===== src/rtl/pwm_wave_sequencer_if.sv =====
// pwm_wave_sequencer_if: valid/ready configuration channel for the PWM waveform sequencer
interface pwm_wave_sequencer_if #(
   parameter int PWM_BITS = 8,
   parameter int PHASE_W  = 16
);
   logic                cfg_valid;
   logic                cfg_ready;
   logic [PHASE_W-1:0]  cfg_tune;
   logic [1:0]          cfg_wave;
   logic [PWM_BITS-1:0] cfg_amp;
   logic [PWM_BITS-1:0] cfg_offset;
   modport master (output cfg_valid, cfg_tune, cfg_wave, cfg_amp, cfg_offset, input cfg_ready);
   modport slave  (input cfg_valid, cfg_tune, cfg_wave, cfg_amp, cfg_offset, output cfg_ready);
endinterface


===== src/rtl/pwm_wave_sequencer.sv =====
// pwm_wave_sequencer: phase-accumulator duty generator, one sample per PWM period, double-buffered config.
// Define PWM_WAVE_SINE_LUT_EN to turn wave 0 from DC into a quarter-wave-ROM sine.
module pwm_wave_sequencer #(
   parameter int PWM_BITS = 8,
   parameter int PHASE_W  = 16
) (
   input  logic                clk,
   input  logic                rst,
   pwm_wave_sequencer_if.slave cfg,
   output logic [PWM_BITS-1:0] D,
   output logic                period_start
);
   localparam logic [PWM_BITS-1:0] MAX = '1;
   typedef struct packed {
      logic [PHASE_W-1:0]  tune;
      logic [1:0]          wave;
      logic [PWM_BITS-1:0] amp;
      logic [PWM_BITS-1:0] offset;
   } cfg_t;
   typedef enum logic {IDLE, PENDING} state_t;
   state_t              state, state_n;
   cfg_t                act, sh;
   logic [PWM_BITS-1:0] cnt, p, tri_w, wave0, shape, scaled;
   logic [PHASE_W-1:0]  phase;
   logic [PWM_BITS:0]   amp1, sum;
   logic [2*PWM_BITS-1:0] prod;
   logic                bnd, xfer;
   assign bnd          = cnt == MAX;
   assign period_start = cnt == '0;
   assign p            = phase[PHASE_W-1 -: PWM_BITS];
   assign xfer         = cfg.cfg_valid && cfg.cfg_ready;
`ifdef PWM_WAVE_SINE_LUT_EN
   // entry i holds round(127*sin(2*pi*(i+1)/256)); sin(0) is handled outside the ROM
   localparam int SIN_Q [64] = '{
        3,   6,   9,  12,  16,  19,  22,  25,  28,  31,  34,  37,  40,  43,  46,  49,
       51,  54,  57,  60,  63,  65,  68,  71,  73,  76,  78,  81,  83,  85,  88,  90,
       92,  94,  96,  98, 100, 102, 104, 106, 107, 109, 111, 112, 113, 115, 116, 117,
      118, 120, 121, 122, 122, 123, 124, 125, 125, 126, 126, 126, 127, 127, 127, 127};
   localparam logic [PWM_BITS-1:0] HALF = {1'b1, {(PWM_BITS-1){1'b0}}};
   logic [5:0]          j;
   logic [PWM_BITS-1:0] mag;
   assign j     = p[5:0];
   assign mag   = PWM_BITS'(p[PWM_BITS-2] ? SIN_Q[~j] : (j == '0 ? 0 : SIN_Q[j - 6'd1]));
   assign wave0 = p[PWM_BITS-1] ? HALF - mag : HALF + mag;
`else
   assign wave0 = MAX;
`endif
   assign tri_w  = p[PWM_BITS-1] ? {~p[PWM_BITS-2:0], 1'b0} : {p[PWM_BITS-2:0], 1'b0};
   assign shape  = act.wave == 2'd1 ? (p[PWM_BITS-1] ? '0 : MAX) :
                   act.wave == 2'd2 ? p :
                   act.wave == 2'd3 ? tri_w : wave0;
   // amp+1 makes amp=MAX a unity gain after the shift
   assign amp1   = {1'b0, act.amp} + (PWM_BITS+1)'(1);
   assign prod   = {{PWM_BITS{1'b0}}, shape} * {{(PWM_BITS-1){1'b0}}, amp1};
   assign scaled = PWM_BITS'(prod >> PWM_BITS);
   assign sum    = {1'b0, act.offset} + {1'b0, scaled};
   always_comb begin
      cfg.cfg_ready = state == IDLE;
      state_n       = state == IDLE ? (cfg.cfg_valid ? PENDING : IDLE) : (bnd ? IDLE : PENDING);
   end
   always_ff @(posedge clk) begin
      if (rst) begin
         cnt   <= '0;
         phase <= '0;
         D     <= '0;
         state <= IDLE;
         act   <= '0;
         sh    <= '0;
      end else begin
         cnt   <= cnt + PWM_BITS'(1);
         state <= state_n;
         if (xfer) sh <= {cfg.cfg_tune, cfg.cfg_wave, cfg.cfg_amp, cfg.cfg_offset};
         if (bnd) begin
            D     <= sum[PWM_BITS] ? MAX : sum[PWM_BITS-1:0];
            phase <= phase + act.tune;
            if (state == PENDING) act <= sh;
         end
      end
   end
endmodule


===== src/flat_wrapper.sv =====
// flat-port wrapper written by rule: the top's interface ports become plain ports
module pwm_wave_sequencer_flat 
#(
   parameter int PWM_BITS = 8,
   parameter int PHASE_W  = 16
)
  (clk, rst, D, period_start, cfg_cfg_valid, cfg_cfg_tune, cfg_cfg_wave, cfg_cfg_amp, cfg_cfg_offset, cfg_cfg_ready);
  pwm_wave_sequencer_if #(.PWM_BITS(PWM_BITS), .PHASE_W(PHASE_W)) cfg_i ();
  input  logic clk;
  input  logic rst;
  output logic [PWM_BITS-1:0] D;
  output logic period_start;
  input wire logic [$bits(cfg_i.cfg_valid)-1:0] cfg_cfg_valid;
  input wire logic [$bits(cfg_i.cfg_tune)-1:0] cfg_cfg_tune;
  input wire logic [$bits(cfg_i.cfg_wave)-1:0] cfg_cfg_wave;
  input wire logic [$bits(cfg_i.cfg_amp)-1:0] cfg_cfg_amp;
  input wire logic [$bits(cfg_i.cfg_offset)-1:0] cfg_cfg_offset;
  output wire logic [$bits(cfg_i.cfg_ready)-1:0] cfg_cfg_ready;
  assign cfg_i.cfg_valid = cfg_cfg_valid;
  assign cfg_i.cfg_tune = cfg_cfg_tune;
  assign cfg_i.cfg_wave = cfg_cfg_wave;
  assign cfg_i.cfg_amp = cfg_cfg_amp;
  assign cfg_i.cfg_offset = cfg_cfg_offset;
  assign cfg_cfg_ready = cfg_i.cfg_ready;
  pwm_wave_sequencer #(.PWM_BITS(PWM_BITS), .PHASE_W(PHASE_W)) u_core (.clk(clk), .rst(rst), .cfg(cfg_i), .D(D), .period_start(period_start));
endmodule

===== config.mk =====
export PLATFORM = sky130hd
export DESIGN_NAME = pwm_wave_sequencer_flat
export DESIGN_NICKNAME = d
export VERILOG_FILES = /design/src/rtl/pwm_wave_sequencer_if.sv /design/src/rtl/pwm_wave_sequencer.sv /design/src/flat_wrapper.sv
export SDC_FILE = /design/constraint.sdc
export NUM_CORES = 1
export LEC_CHECK = 0
export ABC_AREA = 1
export CAP_MARGIN = 15
export CORE_MARGIN = 2
export CORE_UTILIZATION = 55
export DETAILED_ROUTE_END_ITERATION = 10
export PLACE_DENSITY = 0.83
export SLEW_MARGIN = 25
export SYNTH_ARGS = -nofsm -noshare
export SYNTH_HDL_FRONTEND = slang
export SYNTH_SLANG_ARGS = --single-unit

===== constraint.sdc =====
create_clock -name clk -period 6.5 [get_ports clk]
set_input_delay 0.65 -clock clk [delete_from_list [all_inputs] [get_ports clk]]
set_output_delay 0.65 -clock clk [all_outputs]
set_load 0.005 [all_outputs]

==> results.txt, run 1 <==
Status: complete, no violations
Antenna cells: 0
IO Pins: 47
CTS HTree Levels: 3
Seq/Total Area, Yosys: 27.57%
Clock Path Buffers: 2
Leakage power: 3.999 nW
Share of the clock period used by the worst path after layout: 94.16%
TritonCTS buffer count: 9
Most frequent cell after synthesis: nor2_1
GPL Wtd Cong: 0.9601
Dpl ws: -0.008117 ns
Worst skew pair latency: 0.35 ns
Number of synthesis warnings: 0
RSZ-0062 raised after global routing: yes
Post-DP HPWL: 12790 um
Final Hold Fails: 0
Final Max Tran Viols: 0
Input/output buffers: 46
R2R setup slack: 0.38 ns
Hold Crit Class: register to register
Largest cells by area after synthesis: dfxtp_1 (28%), fa_1 (11%), ha_1 (9.9%)
Worst Path Arrival: 6.32 ns
Synth cell count leaders: nor2_1 (170), nand2_1 (156), inv_1 (146)
Layout area overhead: 12.49%
R2R cell count: 29
Hold EP: u_core.act[32]
Setup_tns: 0 ns
Max rail drop VDD: 210.2 uV
Final setup vio count: 0
1st-pass router iterations: 5
Total Power: 1.258 mW
Main synth FF type: dfxtp_1
Design area: 8250 um2
Largest net degree at the start of global routing: 62
CTS tree: built
GRT Util Overall: 25.42%
CP startpoint kind: register
R2r endpoint: u_core.D[5]
Routed vias/inst: 5.334
HP Start: u_core.act[32]
FFs w/ async S/R, synth: 0%
Std-Cell Rows: 42
Placed Area: 7905 um2
Syn avg cell area: 7.184 um2
Slew headroom: 33.73%
Slowest cell on crit path: fa_1
Max Freq: 163.4 MHz
Worst Setup Slack, final: 0.3797 ns
Die area: 14280 um2
Syn Nets: 1158
Vias in the first global route: 6358
Initial antenna violation count: 0
Syn Inst Count: 1021
Synth area leader: dfxtp_1
Share of the synthesized area in the top cell type: 27.57%
Crit Path Class: register to register
Gr ovfl total: 0
WHS Path Cells: 2
Reg2reg start: u_core.act[8]
First DRT Iteration DRCs: 477
Routed vias: 6593
Min cycle time layout: 6.120 ns
Required time worst endpoint: 6.70 ns
Number of routed nets with antenna violations: 0
Initial Util: 55.83%
Crit. End Element: register
Most frequent CP cell: inv_1
Die Y: 119.5 um
Remaining DRCs: 0
Max-Cap Viols: 0
Global-route wire length before repair: 29690 um
Clock Sinks: 101
Share of cells above drive strength 1: 5.943%
Netlist Area Pre-Place: 7335 um2
Worst-path clk slew: 0.08 ns
EDFF count, synth: 0
Die Wd: 119.5 um
Layout Nets: 1192
Synth cell types: 46
DR WL/cell: 13.74 um
Core ar.: 13140 um2
Maximum fanout along the worst path: 8
Layout Skew: 0.01238 ns
Post-synthesis register bit count: 101
Cell Pwr Density: 152.4 nW/um2
DRT Wirelength: 16990 um
Slowest cell delay on critical path: 0.55 ns
Least-Margin Pin Slew: 0.9880 ns
Clk root buf: clkbuf_16
-- cell families (layout without fill, tap and decap cells) --
logic type      after synthesis  after routing  share of synthesized area [%]
compound gates              186            186                          13.48
xor+xnor                     21             21                          2.712
fa+ha+maj                   100            100                          21.36
buf+inv                     187            226                          10.20
flops                       101            101                          27.57
simple gates                426            426                          24.68
-- state kept, by name, summed over array words and instances (netlist names) --
register	flops
u_core.D	8
u_core.state	1
u_core.phase	16
u_core.cnt	8
u_core.act	34
u_core.sh	34
-- layout by cell type, fill, tap and decap left out, types with 4 or more instances in the layout --
cell type          n
nor2_1           170
nand2_1          155
inv_1            146
dfxtp_1           99
o21ai_0           83
a21oi_1           75
ha_1              58
nand3_1           56
clkdlybuf4s50_1   46
fa_1              42
xor2_1            14
nor3_1            10
clkbuf_16          9
buf_4              9
nand2_2            7
nand4_1            7
inv_2              5
xnor2_1            5
o211ai_1           5
a31oi_1            4
-- repair_timing --
item | in CTS | in global routing
hold buffers | 0 | 0
setup buffers | 0 | 2
endpoints found under the setup margin | 2 | 8
resized for setup | 1 | 10
-- worst max-delay path, delay by kind of cell (launching register included) --
kind            cells  cell delay (ns)
fa+ha+maj           6             2.73
simple gates        8             1.05
compound gates      7             1.00
buf+inv             8             0.80
flops               1             0.42
-- report_power, final --
part	switching [mW]	internal (mW)	total [mW]
sequential	0.00953	0.637	0.646
clock	0.261	0.272	0.532
combinational	0.0417	0.0372	0.0789
total	0.312	0.946	1.26
-- final cells by class --
type,count,area [um2]
Fill cell,1165,4887
Sequential cell,101,2024
Inverter,155,585.6
Clock inverter,7,76.32
Tap cell,176,220.2
Multi-Input combinational cell,733,4591
Clock buffer,9,225.2
Timing Repair Buffer,55,528.0
-- stage by stage --
step,std cells,hold slack (ns),util (%)
after global placement,1218,0.4429,60.17
after floorplan,1021,0.4300,-
final,1236,0.4717,62.80
after global routing,1236,0.4969,62.80
after CTS,1234,0.4726,62.51
after detailed placement,1218,0.4553,60.17
-- layer usage --
layer / up-vias / part of all wire (%) / wire [um] / GRT usage, %
met5: - / 0 / 0 / 0
met4: 0 / 1.8 / 314 / 7.868
met3: 33 / 6.4 / 1081 / 3.879
met2: 214 / 45 / 7563 / 39.86
met1: 3015 / 47 / 8029 / 36.16
li1: 3331 / - / - / -
-- worst max path at each step --
stage          cells past startpoint          end     startpoint
2_1_floorplan                     29  u_core.D[1]  u_core.act[8]
3_3_place_gp                      30  u_core.D[2]  u_core.act[8]
3_5_place_dp                      30  u_core.D[2]  u_core.act[8]
4_1_cts                           30  u_core.D[6]  u_core.act[8]
5_1_grt                           31  u_core.D[5]  u_core.act[8]
6_report                          29  u_core.D[5]  u_core.act[8]
Power figures use the tool's default switching activity.
==> inputs of run 2 (changes only) <==
- CTS_BUF_LIST: not set -> sky130_fd_sc_hd__clkbuf_16
==> results of run 2 <==
Same layout as run 1: the final DEF is identical, and so are final timing and power.
==> inputs of run 3 (changes only) <==
- ABC_AREA: 1 -> not set
- RECOVER_POWER: not set -> 25
==> run 3 against run 2 <==
Effect of this change:
- the run now ends with capacitance limit, slew limit left
- global-route usage fell by 1.5 points
- die area decreased by 7.5%
- sequential share of layout area rose by 1.6 points
- worst setup slack worse by 0.079 ns
- clock-buffer cell count unchanged
- power about the same
- sequential power about the same
- largest power group unchanged
- clock power is 2% higher
==> results.txt, run 3 <==
Required time worst endpoint: 6.74 ns (+0.04 ns)
Worst skew pair latency: 0.35 ns (about the same)
Share of the synthesized area in the top cell type: 29.88% (+2.3 points)
IO Pins: 47 (unchanged)
Combinational family with the most area after synthesis: adder cells
Netlist Area Pre-Place: 6768 um2 (-7.7%)
1st-pass router iterations: 5 (unchanged)
CTS tree: built
Crit. End Element: register
Die Wd: 114.9 um (-3.8%)
Initial antenna violation count: 0 (unchanged)
Met1 WL: 6914 um (-14%)
Worst Setup Slack, final: 0.3003 ns (-0.07939 ns)
FFs w/ async S/R, synth: 0% (unchanged)
Input/output buffers: 46 (unchanged)
Most frequent cell after synthesis: nand2_1
Synth cell count leaders: nand2_1 (181), a21oi_1 (109), dfxtp_1 (101)
Largest net degree at the start of global routing: 67 (+8.1%)
Die area: 13210 um2 (-7.5%)
Status: finished, violations left
Layout Nets: 1023 (-14%)
Clock Path Buffers: 2 (unchanged)
Global-route wire length before repair: 25390 um (-14%)
Final Max Tran Viols: 67 (+67)
Layout area overhead: 14.68%
Clk root buf: clkbuf_16
Main synth FF type: dfxtp_1
Worst Path Arrival: 6.43 ns (+0.11 ns)
Final Hold Fails: 0 (unchanged)
GRT Util Overall: 23.89% (-1.5 points)
Layout Skew: 0.008910 ns (-0.003474 ns)
First DRT Iteration DRCs: 351 (-26%)
Hold Crit Class: register to register
Vias in the first global route: 5544 (-13%)
Post-synthesis register bit count: 101 (unchanged)
CP startpoint kind: register
Post-synthesis compound-gate area fraction: 15.62% (+2.1 points)
Synth Area in Simple Gates: 20.93% (-3.8 points)
Post-synthesis mux area share: 0% (unchanged)
Syn avg cell area: 8.019 um2 (+12%)
Number of synthesis warnings: 0 (unchanged)
Crit Path Class: register to register
Post-DP HPWL: 10790 um (-16%)
TritonCTS buffer count: 9 (unchanged)
DRT Wirelength: 14680 um (-14%)
Maximum fanout along the worst path: 8 (unchanged)
Synth area leader: dfxtp_1
Min cycle time layout: 6.200 ns (+0.07939 ns)
Dpl ws: -0.07626 ns (-0.06815 ns)
CTS HTree Levels: 3 (unchanged)
Initial Util: 56.34% (+0.52 points)
Antenna cells: 0 (unchanged)
Syn Inst Count: 844 (-17%)
Syn Nets: 981 (-15%)
Adder-cell share of the synthesized area: 23.15% (+1.8 points)
Gr ovfl total: 0 (unchanged)
Max Freq: 161.3 MHz (-1.3%)
Dpl cells: 1020 (-16%)
Total Power: 1.256 mW (about the same)
Non-Filler Instances: 1038 (-16%)
Std-Cell Rows: 40 (-4.8%)
Share of cells above drive strength 1: 8.193% (+2.2 points)
Most frequent cells in the layout: nand2_1 (181), a21oi_1 (109), dfxtp_1 (97), nor2_1 (84), inv_1 (62)
EDFF count, synth: 0 (unchanged)
Met3 wire length: 615 um (-43%)
Max-Cap Viols: 1 (+1)
Routed vias/inst: 5.472 (+2.6%)
Routed vias: 5680 (-14%)
Worst-path clk slew: 0.07 ns (about the same)
Core ar.: 12010 um2 (-8.6%)
Uppermost layer routed: met4
Setup_tns: 0 ns (unchanged)
Post-Synth XOR/XNOR Area: 4.918% (+2.2 points)
Slew headroom: -88.99% (-120 points)
Final setup vio count: 0 (unchanged)
RSZ-0062 raised after global routing: no
Share of the clock period used by the worst path after layout: 95.38% (+1.2 points)
Clock Sinks: 101 (unchanged)
GPL Wtd Cong: 0.9156 (-4.6%)
Leakage power: 3.409 nW (-15%)
Biggest regs: u_core.act (34), u_core.sh (34), u_core.phase (16)
Cell Pwr Density: 161.9 nW/um2 (+6.2%)
Commonest non-fill, non-tap cell in the layout: nand2_1
Least-Margin Pin Slew: 2.835 ns (+1.847 ns)
Seq/Total Area, Yosys: 29.88% (+2.3 points)
Number of fill cells: 1023 (-12%)
Largest cells by area after synthesis: dfxtp_1 (30%), fa_1 (12%), ha_1 (11%)
Synth cell types: 55 (+20%)
DR WL/cell: 14.14 um (+2.9%)
Max rail drop VDD: 154.7 uV (-26%)
Die Y: 114.9 um (-3.8%)
Remaining DRCs: 0 (unchanged)
Met2 wire length: 6869 um (-9.2%)
Number of routed nets with antenna violations: 0 (unchanged)
Hold Buf Count CTS: 0 (unchanged)
Failing checks: capacitance limit, slew limit
## run 3: layout make-up
class,instances,area (um2),area share [%]
Sequential cell,101,2032,26.18
Clock buffer,9,225.2,2.902
Tap cell,147,183.9,2.370
Inverter,63,236.5,3.047
Clock inverter,7,75.07,0.9673
Multi-Input combinational cell,648,4434,57.13
Timing Repair Buffer,63,574.3,7.400
## run 3: what timing repair did
action	4_1_cts	5_1_grt
buffers inserted	0	2
setup endpoints to repair	7	8
endpoints found under the hold margin	0	0
gates resized for setup	1	16
pin swaps	0	3
## run 3: cells by family after synthesis
kind of cell,count (synthesis)
DFF,101
AOI/OAI and AO/OA,179
adders and majority gates,100
and+or+nand+nor,331
buffers and inverters,95
xor gates and xnor gates,38
## run 3: power breakdown
part / internal, mW / switching [mW] / total (mW)
clock network: 0.300 / 0.243 / 0.544
registers: 0.633 / 0.0101 / 0.643
logic: 0.0353 / 0.0346 / 0.0698
## run 3: worst max-delay path, stage by stage (launching register included)
cell     delay [ns]
dfxtp_1        0.40
ha_2           0.25
nand3_1        0.10
xor2_1         0.17
buf_4          0.18
or2_2          0.31
fa_1           0.47
fa_1           0.49
inv_1          0.06
fa_1           0.50
fa_1           0.48
ha_1           0.24
or3_2          0.48
o21a_1         0.23
xor2_1         0.15
ha_1           0.31
nor2b_1        0.14
o21ai_0        0.22
a21oi_1        0.13
o21a_1         0.20
nor2_1         0.16
o21a_1         0.31
a21oi_1        0.10
## run 3: metal layers
metal	GRT usage, %	vias to the layer above
li1	-	2864
met1	32.82	2659
met2	38.98	135
met3	3.690	22
met4	7.470	0
met5	0	-
## run 3: final timing paths
kind                 startpoint              to  slack, ns  cells past startpoint
setup / recovery  u_core.act[9]     u_core.D[2]       0.30                     22
hold / removal    u_core.sh[14]  u_core.act[14]       0.45                      2
setup reg to reg  u_core.act[9]     u_core.D[2]       0.30                     22
hold reg to reg   u_core.sh[14]  u_core.act[14]       0.45                      2
## run 3: per-stage QoR
stage,cell area (um2),util (%),hold slack [ns]
after CTS,7692,64.04,0.4553
after floorplan,6768,-,0.4300
after global routing,7761,64.61,0.4654
after detailed placement,7388,61.51,0.4452
after global placement,7386,61.49,0.4359
final,7761,64.61,0.4528
